===== src/rtl/mem_req_arbiter_2to1.sv =====
// mem_req_arbiter_2to1
// Shares one downstream memory port between two val/rdy requesters. Requests are
// arbitrated round-robin and passed through with no added latency. Memory returns
// responses in request order, so the issuing port of every in-flight request is kept
// in a small in-order FIFO, and the FIFO head routes each response back.
//
// Ports:
//   clk, reset                      clock, synchronous active-high reset
//   in{0,1}_req_{msg,val,rdy}       requester request channels (rdy is an output)
//   memreq_{msg,val,rdy}            muxed request to memory (rdy is an input)
//   memresp_{msg,val,rdy}           memory response (rdy is an output)
//   in{0,1}_resp_{msg,val,rdy}      responses to the requesters (rdy is an input)
module mem_req_arbiter_2to1 #(
    parameter int unsigned p_req_nbits    = 77,
    parameter int unsigned p_resp_nbits   = 45,
    parameter int unsigned p_max_inflight = 4
) (
    input  logic                    clk,
    input  logic                    reset,

    input  logic [p_req_nbits-1:0]  in0_req_msg,
    input  logic                    in0_req_val,
    output logic                    in0_req_rdy,
    input  logic [p_req_nbits-1:0]  in1_req_msg,
    input  logic                    in1_req_val,
    output logic                    in1_req_rdy,

    output logic [p_req_nbits-1:0]  memreq_msg,
    output logic                    memreq_val,
    input  logic                    memreq_rdy,

    input  logic [p_resp_nbits-1:0] memresp_msg,
    input  logic                    memresp_val,
    output logic                    memresp_rdy,

    output logic [p_resp_nbits-1:0] in0_resp_msg,
    output logic                    in0_resp_val,
    input  logic                    in0_resp_rdy,
    output logic [p_resp_nbits-1:0] in1_resp_msg,
    output logic                    in1_resp_val,
    input  logic                    in1_resp_rdy
);

    localparam int unsigned PtrW = $clog2(p_max_inflight);
    localparam int unsigned CntW = PtrW + 1;
    localparam logic [CntW-1:0] MaxCnt = CntW'(p_max_inflight);

    logic                      prio_q, prio_d;
    logic                      lock_val_q, lock_val_d;
    logic                      lock_id_q, lock_id_d;
    logic [p_max_inflight-1:0] fifo_q, fifo_d;
    logic [PtrW-1:0]           head_q, head_d;
    logic [PtrW-1:0]           tail_q, tail_d;
    logic [CntW-1:0]           count_q, count_d;

    logic grant_val;
    logic grant_id;
    logic can_issue;
    logic not_empty;
    logic head_id;
    logic req_fire;
    logic resp_fire;

    // A locked grant overrides arbitration so a presented request is never retracted.
    always_comb begin
        grant_val = 1'b1;
        grant_id  = 1'b0;
        if (lock_val_q) begin
            grant_id = lock_id_q;
        end else if (in0_req_val && in1_req_val) begin
            grant_id = prio_q;
        end else if (in1_req_val) begin
            grant_id = 1'b1;
        end else if (!in0_req_val) begin
            grant_val = 1'b0;
        end
    end

    // Outputs are forced idle while reset is held.
    always_comb begin
        can_issue    = (count_q < MaxCnt);
        not_empty    = (count_q != '0);
        head_id      = fifo_q[head_q];

        memreq_msg   = grant_id ? in1_req_msg : in0_req_msg;
        memreq_val   = ~reset & can_issue & grant_val & (grant_id ? in1_req_val : in0_req_val);
        in0_req_rdy  = ~reset & can_issue & grant_val & ~grant_id & memreq_rdy;
        in1_req_rdy  = ~reset & can_issue & grant_val &  grant_id & memreq_rdy;

        in0_resp_msg = memresp_msg;
        in1_resp_msg = memresp_msg;
        in0_resp_val = ~reset & memresp_val & not_empty & ~head_id;
        in1_resp_val = ~reset & memresp_val & not_empty &  head_id;
        memresp_rdy  = ~reset & not_empty & (head_id ? in1_resp_rdy : in0_resp_rdy);
    end

    assign req_fire  = memreq_val & memreq_rdy;
    assign resp_fire = memresp_val & memresp_rdy;

    always_comb begin
        prio_d     = prio_q;
        lock_val_d = lock_val_q;
        lock_id_d  = lock_id_q;
        fifo_d     = fifo_q;
        head_d     = head_q;
        tail_d     = tail_q;
        count_d    = count_q;

        if (req_fire) begin
            fifo_d[tail_q] = grant_id;
            tail_d         = tail_q + 1'b1;
            prio_d         = ~grant_id;
            lock_val_d     = 1'b0;
        end else if (memreq_val) begin
            lock_val_d = 1'b1;
            lock_id_d  = grant_id;
        end
        // When the FIFO is full memreq_val is low, so an existing lock is simply held.

        if (resp_fire) begin
            head_d = head_q + 1'b1;
        end

        unique case ({req_fire, resp_fire})
            2'b10:   count_d = count_q + 1'b1;
            2'b01:   count_d = count_q - 1'b1;
            default: count_d = count_q;
        endcase
    end

    always_ff @(posedge clk) begin
        if (reset) begin
            prio_q     <= 1'b0;
            lock_val_q <= 1'b0;
            lock_id_q  <= 1'b0;
            fifo_q     <= '0;
            head_q     <= '0;
            tail_q     <= '0;
            count_q    <= '0;
        end else begin
            prio_q     <= prio_d;
            lock_val_q <= lock_val_d;
            lock_id_q  <= lock_id_d;
            fifo_q     <= fifo_d;
            head_q     <= head_d;
            tail_q     <= tail_d;
            count_q    <= count_d;
        end
    end

`ifndef SYNTHESIS
    a_no_overflow : assert property (@(posedge clk) disable iff (reset)
        req_fire |-> (count_q < MaxCnt));
    a_no_underflow : assert property (@(posedge clk) disable iff (reset)
        resp_fire |-> (count_q != '0));
    a_req_stable : assert property (@(posedge clk) disable iff (reset)
        (memreq_val && !memreq_rdy) |=> $stable(memreq_msg));
`endif

endmodule


===== config.mk =====
export PLATFORM = sky130hd
export DESIGN_NAME = mem_req_arbiter_2to1
export DESIGN_NICKNAME = d
export VERILOG_FILES = /design/src/rtl/mem_req_arbiter_2to1.sv
export SDC_FILE = /design/constraint.sdc
export NUM_CORES = 1
export LEC_CHECK = 0
export CAP_MARGIN = 10
export CORE_AREA = 2 2 149 151
export DETAILED_ROUTE_END_ITERATION = 16
export DIE_AREA = 0 0 151 153
export PLACE_DENSITY_LB_ADDON = 0.2
export SETUP_SLACK_MARGIN = 0.1
export SLEW_MARGIN = 20
export SYNTH_ARGS = -nofsm -noshare
export SYNTH_HDL_FRONTEND = slang
export SYNTH_SLANG_ARGS = --single-unit

===== constraint.sdc =====
create_clock -name clk -period 2.9 [get_ports clk]
set_input_delay 0.29 -clock clk [delete_from_list [all_inputs] [get_ports clk]]
set_output_delay 0.29 -clock clk [all_outputs]
set_load 0.01 [all_outputs]

==> parameters.txt <==
Parameter                              Value

Floorplan
  DIE WIDTH    approximately 150 µm
  Initial cell density of the core    between 10 and 15%
  Std-Cell Core Area    21490 µm²
  Total I/O pin count    380
  Area enclosed by the die boundary    approximately 23000 µm²
  Number of placement rows    54
  Chip Height    153 µm

Clock tree
  CTS Hold Buffers Added    0
  Clock latency on the worst-skew pair    between 200 and 250 ps
  TritonCTS buffer count    3
  Clock-pin slew reported for the worst setup and hold paths after clock tree synthesis    40 ps
  H-tree levels    1
  Buffer levels on the longest clock path    2
  Clock sink total    14
  Root buffer selected by CTS    clkbuf_16
  CTS tree    yes

Logic synthesis
  Commonest cells post-synth    90 x buf_4, 77 x mux2_2, 14 x dfxtp_1, 10 x inv_1, 10 x nor2_1
  Ys Warns    0
  Mean Syn Cell Area    9.112 µm²
  Top FF cell, synth    dfxtp_1
  Mapped Nets    475
  Count leader, synth    buf_4
  Fraction of synthesized cell area taken by the top area cell type    36.32%
  Library cell with the largest summed area after synthesis    mux2_2
  Number of synthesized flops with an enable pin    0
  Number of storage elements in the synthesis netlist    14
  Fraction of the yosys area taken by sequential cells    11.74%
  Netlist cell types    34
  Async set-reset flop share out of synthesis    0%
  Top post-synthesis cells by area    mux2_2 36%, buf_4 28%, dfxtp_1 12%
  Number of standard cells after synthesis    262
  Netlist area before placement    2387 µm²

Placed design
  Global placement routability congestion    0.8375
  Port Buf Inserts    244
  Worst slack after detailed placement    roughly 110 ps
  Half-perimeter wire length after detailed placement    ~9 mm

Detailed routing
  Number of DRC violations after detailed routing    0
  Pre-Repair DR Iteration Count    4
  Final ANT Viol Nets    0
  Routed vias    approximately 2400
  Routed WL per cell    15.19 µm
  Via count normalized by instance count    3.449
  Overall routed net length    about 11 mm
  Starting DRT DRC Count    26

Pwr
  Total power density per cell area    269.6 nW/µm²
  Max IR drop VDD    0.1592 mV
  Leakage Power    about 1.7 nW

Run status
  Run status    finished, final reports clean

Timing
  Post-layout worst setup margin    around 170 ps
  RSZ-0062 raised after global routing    false
  Maximum clock skew at final layout    4.097 ps
  Post-layout min period    approximately 2700 ps
  Final setup violation count    0
  Period utilization    94.09%
  Number of hold violations in the final report    0
  Total negative slack    0 ps
  Maximum clock rate    366.5 MHz
  Max-slew violation total from the final report    0
  Actual slew at the worst max-slew pin    400.0 ps
  Max-Slew Margin vs Limit    72.57%

Critical path
  Critical path fanouts, max    16
  Buffers & Inverters on Critical Path    4
  Arrival time reported for the critical path endpoint    2440 ps
  Critical Path Slowest Stage Cell    clkdlybuf4s50_1
  Nature of the critical path endpoint    primary output
  Kind of cell with the highest combined delay on the critical path    buffers and inverters
  Worst Setup Path Type    input pin to primary output
  Critical path, cell by cell    clkdlybuf4s50_1 -> nor2b_1 -> o31a_2 -> buf_12 -> buf_12 -> mux2_2 -> clkdlybuf4s50_1
  CP startpoint kind    input pin
  Slowest cell delay on critical path    approximately 600 ps
  Required @ worst endpoint    2610 ps

Global route
  Global-route wire length before repair    15.18 mm
  Maximum number of pins on one net before global-route repair    32
  Vias in the first global route    2639
  Number of antenna violations at the first check in global routing    1
  Total congestion overflow after global routing    0
  GRT Total Usage    ~8.6%

Job
  Total of max-cap violations    0

Layout
  Proportion of layout cells with a drive suffix above 1    23.15%
  Signed area change from the synthesized netlist to the final layout    95.44%
  Share of the core filled with cells in the final layout    roughly 22%
  Net count, final    roughly 630
  Number of antenna repair diodes    0
  Fillers    2368

Hold path
  Worst Hold Class    flip-flop to flip-flop
-- placed cells by master (no fill, tap or decap), types with 2 or more instances in the layout --
cell type / count
or3_1: 3
buf_12: 2
nand2_1: 2
a21oi_1: 7
a311oi_1: 4
buf_4: 7
mux2_2: 77
nor3_1: 3
clkdlybuf4s50_1: 244
dfxtp_1: 14
mux2i_1: 4
nor2_1: 10
nor2b_1: 2
o21ai_0: 2
ha_1: 5
xor2_1: 2
inv_1: 10
clkbuf_16: 4
-- metal layers --
metal  global-route usage, %  vias to the layer above  wire, µm
met1                   9.073                     1116      3802
met5                       0                        -        12
li1                        -                     1131         -
met4                   1.469                        2        55
met3                   3.075                        6      1013
met2                   16.41                      156      5735
-- through the flow --
step | instances | instance area, µm² | power [W] | hold WS, ps
final | 699 | 4666 | 0.001258 | 488.7
after CTS | 696 | 4618 | 0.001266 | 495.4
after global routing | 699 | 4666 | 0.001331 | 533.6
after floorplan | 262 | 2387 | 0.0006266 | 362.1
after global placement | 692 | 4511 | 0.0009878 | 482.2
after detailed placement | 692 | 4511 | 0.0009875 | 481.5
-- path summary, 6_finish.rpt --
kind | startpoint | to | slack, ps | depth (start not counted)
setup / recovery | in0_req_val | memreq_msg[51] | 170 | 7
setup reg to reg | head_q[0]$_SDFFE_PP0P_ | count_q[2]$_SDFFE_PP0P_ | 320 | 9
hold / removal | head_q[1]$_SDFFE_PP0P_ | head_q[1]$_SDFFE_PP0P_ | 490 | 1
hold reg to reg | head_q[1]$_SDFFE_PP0P_ | head_q[1]$_SDFFE_PP0P_ | 490 | 1
-- report_power, final --
part           switching, W  leakage (nW)  internal [W]
logic              0.000265          1.51      0.000528
clock network     0.0000730        0.0370      0.000180
registers         0.0000101         0.114      0.000203
-- cells by family after synthesis --
family | Yosys count | share of synthesized area [%]
buffers and inverters | 111 | 32.39
flip-flops | 14 | 11.74
AND/OR/NAND/NOR | 24 | 5.084
XOR/XNOR | 3 | 1.101
adder cells (fa/ha/maj) | 6 | 3.459
AO/OA/AOI/OAI | 22 | 7.285
multiplexers | 82 | 38.94
-- sequential cells by signal, summed over array words and instances, names as in the netlist --
register,flops
prio_q,1
lock_val_q,1
lock_id_q,1
head_q,2
count_q,3
tail_q,2
fifo_q,4
-- final cells by class --
class | instances | area [µm²] | area share [%]
well taps | 280 | 350.3 | 7.509
clock buffers | 3 | 75.07 | 1.609
repair buffers | 255 | 2587 | 55.46
flip-flops and latches | 14 | 280.3 | 6.007
multi-input cells | 137 | 1335 | 28.61
inverters | 10 | 37.54 | 0.8045
-- what timing repair did --
| item | 4_1_cts | 5_1_grt |
|---|---|---|
| setup endpoints to repair | 1 | 31 |
| gates resized for setup | 0 | 1 |
| buffers inserted | 0 | 2 |
| pin swaps | 0 | 1 |
| cloned | 1 | 1 |
Note: power is estimated with default switching activity, not from simulation.
